## config.mk

```make
export PLATFORM = sky130hd
export DESIGN_NAME = bp_cache_req_arbiter
export DESIGN_NICKNAME = d
export VERILOG_FILES = /design/src/rtl/bp_cache_req_arbiter.sv
export SDC_FILE = /design/constraint.sdc
export NUM_CORES = 1
export LEC_CHECK = 0
export BUFFER_PORTS_ARGS = -buffer_cell sky130_fd_sc_hd__buf_4
export CORE_AREA = 2 2 164 166
export CTS_CLUSTER_DIAMETER = 150
export DETAILED_ROUTE_END_ITERATION = 7
export DIE_AREA = 0 0 166 168
export SYNTH_ARGS = -nofsm -noshare
export SYNTH_HDL_FRONTEND = slang
export SYNTH_SLANG_ARGS = --single-unit
export TNS_END_PERCENT = 50
```

## constraint.sdc

```tcl
create_clock -name clk_i -period 2.05 [get_ports clk_i]
set_input_delay 0.5125 -clock clk_i [delete_from_list [all_inputs] [get_ports clk_i]]
set_output_delay 0.5125 -clock clk_i [all_outputs]
set_load 0.05 [all_outputs]
```

## src/rtl/bp_cache_req_arbiter.sv

```systemverilog
// -----------------------------------------------------------------------------
// bp_cache_req_arbiter
//
// Shares a single LCE cache-service request channel between the I$ and D$
// request ports. One miss/uncached transaction is granted at a time, with
// round-robin priority between the two caches. The owner's request and
// metadata are forwarded to the LCE, req_complete is steered back to the
// owning cache, and the current/last owner is exposed so the tile can steer
// fill packets.
//
// Ports:
//   clk_i, reset_n_i                  clock, asynchronous active-low reset
//   icache_req_*                      I$ request, metadata, ready, complete
//   dcache_req_*                      D$ request, metadata, ready, complete
//   req_o / req_v_o / req_ready_i     request channel to the LCE
//   req_metadata_o / req_metadata_v_o metadata channel to the LCE
//   req_complete_i                    LCE transaction-done pulse
//   owner_o                           0 = I$, 1 = D$ (current or last owner)
//   busy_o                            a transaction is granted, not complete
//
// Handshake semantics: a transfer happens in the cycle where valid and ready
// are both high. Once req_v_o is raised it stays on the same requester until
// the transfer happens (the selection is locked), so the payload seen by the
// LCE never switches under a stalled valid. Readies are combinational from
// req_ready_i and are only given to the selected requester while idle.
// -----------------------------------------------------------------------------
module bp_cache_req_arbiter #(
   parameter int req_width_p          = 128,
   parameter int req_metadata_width_p = 8
) (
   input  logic                            clk_i,
   input  logic                            reset_n_i,

   input  logic [req_width_p-1:0]          icache_req_i,
   input  logic                            icache_req_v_i,
   output logic                            icache_req_ready_o,
   input  logic [req_metadata_width_p-1:0] icache_req_metadata_i,
   input  logic                            icache_req_metadata_v_i,
   output logic                            icache_req_complete_o,

   input  logic [req_width_p-1:0]          dcache_req_i,
   input  logic                            dcache_req_v_i,
   output logic                            dcache_req_ready_o,
   input  logic [req_metadata_width_p-1:0] dcache_req_metadata_i,
   input  logic                            dcache_req_metadata_v_i,
   output logic                            dcache_req_complete_o,

   output logic [req_width_p-1:0]          req_o,
   output logic                            req_v_o,
   input  logic                            req_ready_i,
   output logic [req_metadata_width_p-1:0] req_metadata_o,
   output logic                            req_metadata_v_o,
   input  logic                            req_complete_i,

   output logic                            owner_o,
   output logic                            busy_o
);

   typedef enum logic [1:0] {
      IDLE = 2'd0,
      META = 2'd1,
      BUSY = 2'd2
   } state_e;

   state_e state_q, state_d;
   logic   prio_q, prio_d;          // 1 = D$ wins a tie
   logic   lock_v_q, lock_v_d;      // selection frozen until handshake
   logic   lock_sel_q, lock_sel_d;
   logic   owner_q, owner_d;

   logic   idle;
   logic   sel;                     // selected requester in IDLE, 1 = D$
   logic   sel_v;
   logic   hs;
   logic   meta_owner;              // whose metadata is forwarded
   logic   owner_mv;
   logic   done;

   // ---------------------------------------------------------------------
   // Selection, request path and output steering
   // ---------------------------------------------------------------------
   always_comb begin
      idle = (state_q == IDLE);

      if (lock_v_q) begin
         sel = lock_sel_q;
      end else if (icache_req_v_i && dcache_req_v_i) begin
         sel = prio_q;
      end else begin
         sel = dcache_req_v_i;
      end

      sel_v = sel ? dcache_req_v_i : icache_req_v_i;

      // Outputs are qualified with reset_n_i so they read 0 as soon as reset
      // asserts, even though the request inputs may still be high.
      req_v_o            = reset_n_i & idle & sel_v;
      req_o              = sel ? dcache_req_i : icache_req_i;
      icache_req_ready_o = reset_n_i & idle & ~sel & req_ready_i;
      dcache_req_ready_o = reset_n_i & idle &  sel & req_ready_i;
      hs                 = req_v_o & req_ready_i;

      // In the handshake cycle the owner is not registered yet, so the live
      // selection steers metadata; afterwards the registered owner does.
      meta_owner       = idle ? sel : owner_q;
      owner_mv         = meta_owner ? dcache_req_metadata_v_i : icache_req_metadata_v_i;
      req_metadata_o   = meta_owner ? dcache_req_metadata_i : icache_req_metadata_i;
      req_metadata_v_o = reset_n_i & ((state_q == META) | hs) & owner_mv;

      done                  = reset_n_i & ~idle & req_complete_i;
      icache_req_complete_o = done & ~owner_q;
      dcache_req_complete_o = done &  owner_q;

      owner_o = owner_q;
      busy_o  = ~idle;
   end

   // ---------------------------------------------------------------------
   // Next-state logic
   // ---------------------------------------------------------------------
   always_comb begin
      state_d    = state_q;
      prio_d     = prio_q;
      lock_v_d   = lock_v_q;
      lock_sel_d = lock_sel_q;
      owner_d    = owner_q;

      case (state_q)
         IDLE: begin
            if (hs) begin
               owner_d  = sel;
               prio_d   = ~sel;
               lock_v_d = 1'b0;
               state_d  = owner_mv ? BUSY : META;
            end else if (req_v_o) begin
               lock_v_d   = 1'b1;
               lock_sel_d = sel;
            end else begin
               // Requester withdrew its valid: nothing left to hold.
               lock_v_d = 1'b0;
            end
         end
         META: begin
            // Completion wins over late metadata: the transaction is over.
            if (req_complete_i) begin
               state_d = IDLE;
            end else if (owner_mv) begin
               state_d = BUSY;
            end
         end
         BUSY: begin
            if (req_complete_i) begin
               state_d = IDLE;
            end
         end
         default: state_d = IDLE;
      endcase
   end

   // ---------------------------------------------------------------------
   // State registers
   // ---------------------------------------------------------------------
   always_ff @(posedge clk_i or negedge reset_n_i) begin
      if (!reset_n_i) begin
         state_q    <= IDLE;
         prio_q     <= 1'b1;
         lock_v_q   <= 1'b0;
         lock_sel_q <= 1'b0;
         owner_q    <= 1'b0;
      end else begin
         state_q    <= state_d;
         prio_q     <= prio_d;
         lock_v_q   <= lock_v_d;
         lock_sel_q <= lock_sel_d;
         owner_q    <= owner_d;
      end
   end

endmodule

```

==> results.json, run 1 <==
{
  "result_of_the_run": "finished, violations left",
  "failed_checks": "setup timing",
  "nets": 925,
  "place_hpwl_um": 14760,
  "setup-violations-final": 140,
  "critical_path.n_buffers_inverters": 3,
  "timing.critical_path.cells": "nor2b_4 > o21ai_4 > buf_12 > buf_16 > mux2_2 > buf_6",
  "cts_buffer_depth": 2,
  "synthCells": 195,
  "wire_per_inst_um": 16.68,
  "synth.top_cells.by_count": "sky130_fd_sc_hd__mux2_2 (136), sky130_fd_sc_hd__buf_6 (9), sky130_fd_sc_hd__nor2_1 (7), sky130_fd_sc_hd__dfrtp_1 (5), sky130_fd_sc_hd__nand2_1 (5)",
  "numPlacedInstances": 979,
  "drtPass1Iterations": 4,
  "drive_gt1_share_pct": 94.88,
  "leakagePower_nw": 3.476,
  "fillers": 2843,
  "fmax_mhz": 404.8,
  "largest_net_degree_at_the_start_of_global_routing": 25,
  "fin_ws_ns": -0.4204,
  "synth.largest_area_cell": "sky130_fd_sc_hd__mux2_2",
  "number_of_hold_repair_buffers_added_at_the_cts_stage": 0,
  "cts_root_buf": "sky130_fd_sc_hd__clkbuf_16",
  "worst_skew_pair_later_pin_latency_ns": 0.23,
  "drt_drc_violations_left": 0,
  "drt-initial-drc-count": 88,
  "final_hold_violation_count": 0,
  "syn_area_per_cell_sq_um": 10.54,
  "h_tree_lvls": 1,
  "fin_util_pct": 25.45,
  "maxSlewHeadroom_pct": 81.73,
  "transition_time_of_the_tightest_slew_check_pin_ns": 0.2734,
  "top_usage_layer": "met2",
  "worstPathRequired_ns": 1.54,
  "io_buffer_count": 423,
  "kind_of_cell_with_the_highest_combined_delay_on_the_critical_path": "flip-flops",
  "cell_with_the_most_instances_after_synthesis": "sky130_fd_sc_hd__mux2_2",
  "unrepaired_setup_endpoints_after_global_routing": "true",
  "core_area_sq_mm": 0.02635,
  "multi_input_comb_area_sq_mm": 0.002126,
  "final_min_period_over_clock_period_pct": 120.5,
  "synth-warning-count": 0,
  "vdd_ir_drop_max_mv": 0.3846,
  "row_count": 60,
  "vias": 3464,
  "maxCapViolations": 0,
  "synthesis.area_sq_mm": 0.002056,
  "timing.critical_path.to_type": "primary output",
  "synth.distinct_cells": 29,
  "grt_util_met1_pct": 12.81,
  "die_area_sq_mm": 0.02789,
  "ioPinCount": 424,
  "antenna_violating_nets_post_route": 0,
  "powerDensity_mw_per_mm2": 735.1,
  "chipHeight_um": 168,
  "ys_top_cells_by_area": "sky130_fd_sc_hd__mux2_2 (74%), sky130_fd_sc_hd__dfrtp_1 (6.1%), sky130_fd_sc_hd__buf_6 (4.9%)",
  "final_cells": 987,
  "wirelength_um": 16470,
  "crit_path_max_fanout": 24,
  "cts_tree": "yes",
  "critPathKind": "reg2out",
  "grt_pass1_vias": 3572,
  "synth_edf_count": 0,
  "clock_edge_transition_at_the_registers_on_the_reported_setup_and_hold_paths_ns": 0.03,
  "routabilityCongestion": 0.7884,
  "min_period_ns": 2.470,
  "grt_remaining_overflow": 0,
  "cts-buffers-inserted": 3,
  "worst-endpoint-arrival_ns": 1.96,
  "maxSlewViolCount": 0,
  "met3_usage_pct": 3.079,
  "grt_pass1_wl_um": 22500,
  "initial_core_util_pct": 7.802,
  "initial_antenna_violation_count": 2,
  "met2_usage_pct": 18.91,
  "vias_per_cell": 3.510,
  "critical_path.startpoint_type": "flip-flop",
  "x_dimension_of_the_die_um": 166,
  "synth-seq-area-share_pct": 7.365,
  "synthDominantCellAreaShare_pct": 74.50,
  "ff_latch_area_sq_um": 151.4,
  "min_path_type": "in2async",
  "grtUsageTotal_pct": 10.64,
  "cpPeakStageDelay_ns": 0.55,
  "synth_fp_nets": 475,
  "synth-async-reset-ratio_pct": 100.0,
  "cts_sinks": 6,
  "slowest_stage": "sky130_fd_sc_hd__dfstp_2",
  "syn_to_final_growth_pct": 226.2,
  "skew_ns": 0.002722,
  "synth-main-ff-cell": "sky130_fd_sc_hd__dfrtp_1",
  "ys_ff_latch": 6
}
[cell usage in the layout, fill, tap and decap left out, types with 2 or more instances in the layout]
cell type                   netlist  final
sky130_fd_sc_hd__nor3b_1          2      2
sky130_fd_sc_hd__dfrtp_1          5      5
sky130_fd_sc_hd__buf_4            1    352
sky130_fd_sc_hd__nand2b_1         2      2
sky130_fd_sc_hd__nor3_2           0      2
sky130_fd_sc_hd__mux2_4           1     88
sky130_fd_sc_hd__clkbuf_16        0      3
sky130_fd_sc_hd__diode_2          0      2
sky130_fd_sc_hd__nor2_1           7      5
sky130_fd_sc_hd__buf_12           0      5
sky130_fd_sc_hd__mux2_2         136     49
sky130_fd_sc_hd__nor2_2           1      3
sky130_fd_sc_hd__nand2_1          5      5
sky130_fd_sc_hd__a21oi_1          2      2
sky130_fd_sc_hd__inv_1            2      2
sky130_fd_sc_hd__buf_6            9    100
[cell families (layout without fill, tap and decap cells)]
kind of cell / count (synthesis) / after routing / share of synthesized area (%)
AO/OA/AOI/OAI: 10 / 10 / 3.409
buffers and inverters: 16 / 465 / 6.635
flip-flops: 6 / 6 / 7.365
multiplexers: 138 / 138 / 76.32
other: 0 / 2 / 0
AND/OR/NAND/NOR: 25 / 25 / 6.269
[repair_timing]
item	4_1_cts	5_1_grt
gates resized for setup	105	24
setup buffers	1	1
gates cloned	0	0
setup endpoints to repair	140	140
[state kept, by name, summed over array words and instances, names as in the netlist]
signal and cells:
lock_sel_q 1, lock_v_q 1, owner_o 1, prio_q 1
state_q 2
[layer usage]
layer	vias up	wire, um
li1	1631	-
met1	1567	6234
met2	256	8389
met3	10	1602
met4	0	239
met5	-	0
[worst paths after layout]
kind	start	to	slack, ns	cells after the start
max in group asynchronous	reset_n_i	state_q[1]	1.73	2
worst min register to register	prio_q	prio_q	0.55	1
worst max-delay path	prio_q	req_o[92]	-0.42	6
min in group clk_i	req_ready_i	lock_v_q	0.49	2
worst max register to register	prio_q	state_q[1]	0.38	6
worst min-delay path	reset_n_i	lock_v_q	0.08	1
[stage by stage]
step / setup slack, ns / setup TNS (ns) / instance area (sq um) / total power [mW] / hold WS (ns)
final: -0.4204 / -48.21 / 6706 / 4.930 / 0.08264
after detailed placement: -0.3758 / -42.57 / 6123 / 4.304 / 0.3163
after global placement: -0.3760 / -41.44 / 6123 / 4.300 / 0.3186
after floorplan: -0.1586 / -7.015 / 2354 / 2.880 / 0.2169
after global routing: -0.4732 / -56.90 / 6706 / 5.118 / 0.07633
after CTS: -0.4279 / -50.82 / 6606 / 4.919 / 0.08011
[final cells by class]
type	count	area share (%)
clock buffer	4	1.175
antenna	2	0.07463
sequential	6	2.257
inverter	2	0.1119
tap	341	6.362
multi-input combinational	173	31.70
timing repair buffer	459	58.32
[power breakdown]
part	internal (mW)	switching, mW
sequential	0.148	0.0259
clock	0.258	0.0651
combinational	1.96	2.47
total	2.37	2.56
Power figures use the tool's default switching activity.
==> run 2: changes to the inputs <==
--- a/config.mk
+++ b/config.mk
@@ -6,10 +6,14 @@
 export NUM_CORES = 1
 export LEC_CHECK = 0
 export BUFFER_PORTS_ARGS = -buffer_cell sky130_fd_sc_hd__buf_4
-export CORE_AREA = 2 2 164 166
+export CELL_PAD_IN_SITES_DETAIL_PLACEMENT = 1
+export CELL_PAD_IN_SITES_GLOBAL_PLACEMENT = 2
+export CORE_AREA = 2 2 165 167
 export CTS_CLUSTER_DIAMETER = 150
 export DETAILED_ROUTE_END_ITERATION = 7
-export DIE_AREA = 0 0 166 168
+export DIE_AREA = 0 0 167 169
+export PLACE_DENSITY_LB_ADDON = 0.1
+export RECOVER_POWER = 25
 export SYNTH_ARGS = -nofsm -noshare
 export SYNTH_HDL_FRONTEND = slang
 export SYNTH_SLANG_ARGS = --single-unit
==> constraint.sdc (replaced) <==
create_clock -name clk_i -period 2.05 [get_ports clk_i]
set_input_delay 0.5125 -clock clk_i [delete_from_list [all_inputs] [get_ports clk_i]]
set_output_delay 0.5125 -clock clk_i [all_outputs]
set_load 0.01 [all_outputs]
==> results.json, run 2 (synthesis results as in run 1) <==
{
  "cts_buffer_depth": 2,
  "place_hpwl_um": 15040,
  "row_count": 60,
  "maxCapViolations": 0,
  "timing.hold.ws_ns": 0.1615,
  "final_design_area_no_fill_sq_mm": 0.006628,
  "cts_root_buf": "sky130_fd_sc_hd__clkbuf_16",
  "layout.cells.most_common": "sky130_fd_sc_hd__buf_4",
  "final_min_period_over_clock_period_pct": 117.9,
  "grt_remaining_overflow": 0,
  "critical_path.startpoint_type": "flip-flop",
  "core_area_sq_mm": 0.02650,
  "met2_usage_pct": 23.35,
  "unrepaired_setup_endpoints_after_global_routing": "true",
  "largest_net_degree_at_the_start_of_global_routing": 18,
  "drt-initial-drc-count": 54,
  "ioPinCount": 424,
  "worst_skew_pair_later_pin_latency_ns": 0.23,
  "drtPass1Iterations": 4,
  "io_buffer_count": 423,
  "skew_ns": 0.006482,
  "cts_sinks": 6,
  "nets": 926,
  "vias_per_cell": 3.553,
  "fin_util_pct": 25.01,
  "crit_path_max_fanout": 17,
  "syn_to_final_growth_pct": 222.4,
  "grt_pass1_wl_um": 23090,
  "chipHeight_um": 169,
  "wire_per_inst_um": 17.28,
  "antenna_violating_nets_post_route": 0,
  "number_of_hold_repair_buffers_added_at_the_cts_stage": 0,
  "grt_pass1_vias": 3899,
  "largest_register_ffs": 2,
  "numPlacedInstances": 976,
  "critPathKind": "reg2out",
  "min_path_type": "in2async",
  "initial_antenna_violation_count": 0,
  "setup-violations-final": 139,
  "vias": 3503,
  "final_hold_violation_count": 0,
  "die_area_sq_mm": 0.02822,
  "vdd_ir_drop_max_mv": 0.2406,
  "timing.critical_path.to_type": "primary output",
  "insertedDiodeCount": 0,
  "failed_checks": "setup timing",
  "result_of_the_run": "finished, violations left",
  "maxSlewHeadroom_pct": 76.15,
  "initial_core_util_pct": 7.757,
  "grt_util_met1_pct": 9.393,
  "drive_gt1_share_pct": 94.26,
  "top_usage_layer": "met2",
  "wirelength_um": 17040,
  "clock_edge_transition_at_the_registers_on_the_reported_setup_and_hold_paths_ns": 0.04,
  "drt_drc_violations_left": 0,
  "postPlaceCellArea_sq_mm": 0.005882,
  "h_tree_lvls": 1,
  "fmax_mhz": 413.9,
  "registers.top_by_ff_count": "state_q",
  "leakagePower_nw": 3.418,
  "fin_ws_ns": -0.3661,
  "final_cells": 986,
  "reg2regPathDepth": 11,
  "transition_time_of_the_tightest_slew_check_pin_ns": 0.3578,
  "worstPathRequired_ns": 1.54,
  "cts_tree": "yes",
  "met3_usage_pct": 3.414,
  "worst-endpoint-arrival_ns": 1.90,
  "grtUsageTotal_pct": 10.60,
  "powerDensity_mw_per_mm2": 530.5,
  "layout_common_cells": "sky130_fd_sc_hd__buf_4 (369), sky130_fd_sc_hd__buf_6 (76), sky130_fd_sc_hd__mux2_4 (69)",
  "cts-buffers-inserted": 3,
  "x_dimension_of_the_die_um": 167,
  "routabilityCongestion": 0.8421,
  "preCtsSetupSlack_ns": -0.3700,
  "maxSlewViolCount": 0,
  "min_period_ns": 2.416
}
[run 2: per-stage QoR]
step	setup TNS (ns)	power, mW
after floorplan	-2.121	1.309
after global placement	-41.24	2.756
after detailed placement	-43.65	2.761
after CTS	-46.33	3.365
after global routing	-49.87	3.717
final	-41.75	3.516
[run 2: worst max-delay path, stage by stage, from the launching register on]
cell and delay [ns]:
sky130_fd_sc_hd__dfstp_2 0.53, sky130_fd_sc_hd__nor2b_2 0.05, sky130_fd_sc_hd__o21ai_4 0.14, sky130_fd_sc_hd__buf_12 0.14, sky130_fd_sc_hd__buf_12 0.14, sky130_fd_sc_hd__buf_12 0.17, sky130_fd_sc_hd__mux2_2 0.35, sky130_fd_sc_hd__buf_4 0.14
[run 2: area by class of cell]
cell class,count,area (sq um)
clock buffers,4,78.83
fillers,3092,19870
multi-input cells,173,2057
inverters,2,7.507
repair buffers,460,3906
well taps,341,426.7
flip-flops and latches,6,151.4
[run 2: worst paths after layout]
kind                                  start  slack, ns    endpoint
worst min-delay path              reset_n_i       0.16  state_q[1]
worst max-delay path                 prio_q      -0.37   req_o[88]
max in group asynchronous         reset_n_i       1.34      prio_q
worst min register to register       prio_q       0.54      prio_q
worst max register to register     lock_v_q       0.24     owner_o
min in group clk_i              req_ready_i       0.51    lock_v_q
[run 2: per-layer routing]
metal,part of all wire [%],vias to the layer above
li1,-,1630
met1,30,1629
met2,60,238
met3,10,6
met4,0.45,0
met5,0,-
[run 2: timing repair]
action	4_1_cts	5_1_grt
resized for setup	98	57
buffers inserted	3	1
gates cloned	0	2
pin swaps	0	0
setup endpoints to repair	139	140
[run 2: power breakdown]
| part | switching (mW) | total, mW | internal, mW |
|---|---|---|---|
| Sequential | 0.0260 | 0.174 | 0.148 |
| Clock | 0.0721 | 0.331 | 0.259 |
| Combinational | 1.09 | 3.01 | 1.92 |
| Total | 1.19 | 3.52 | 2.33 |
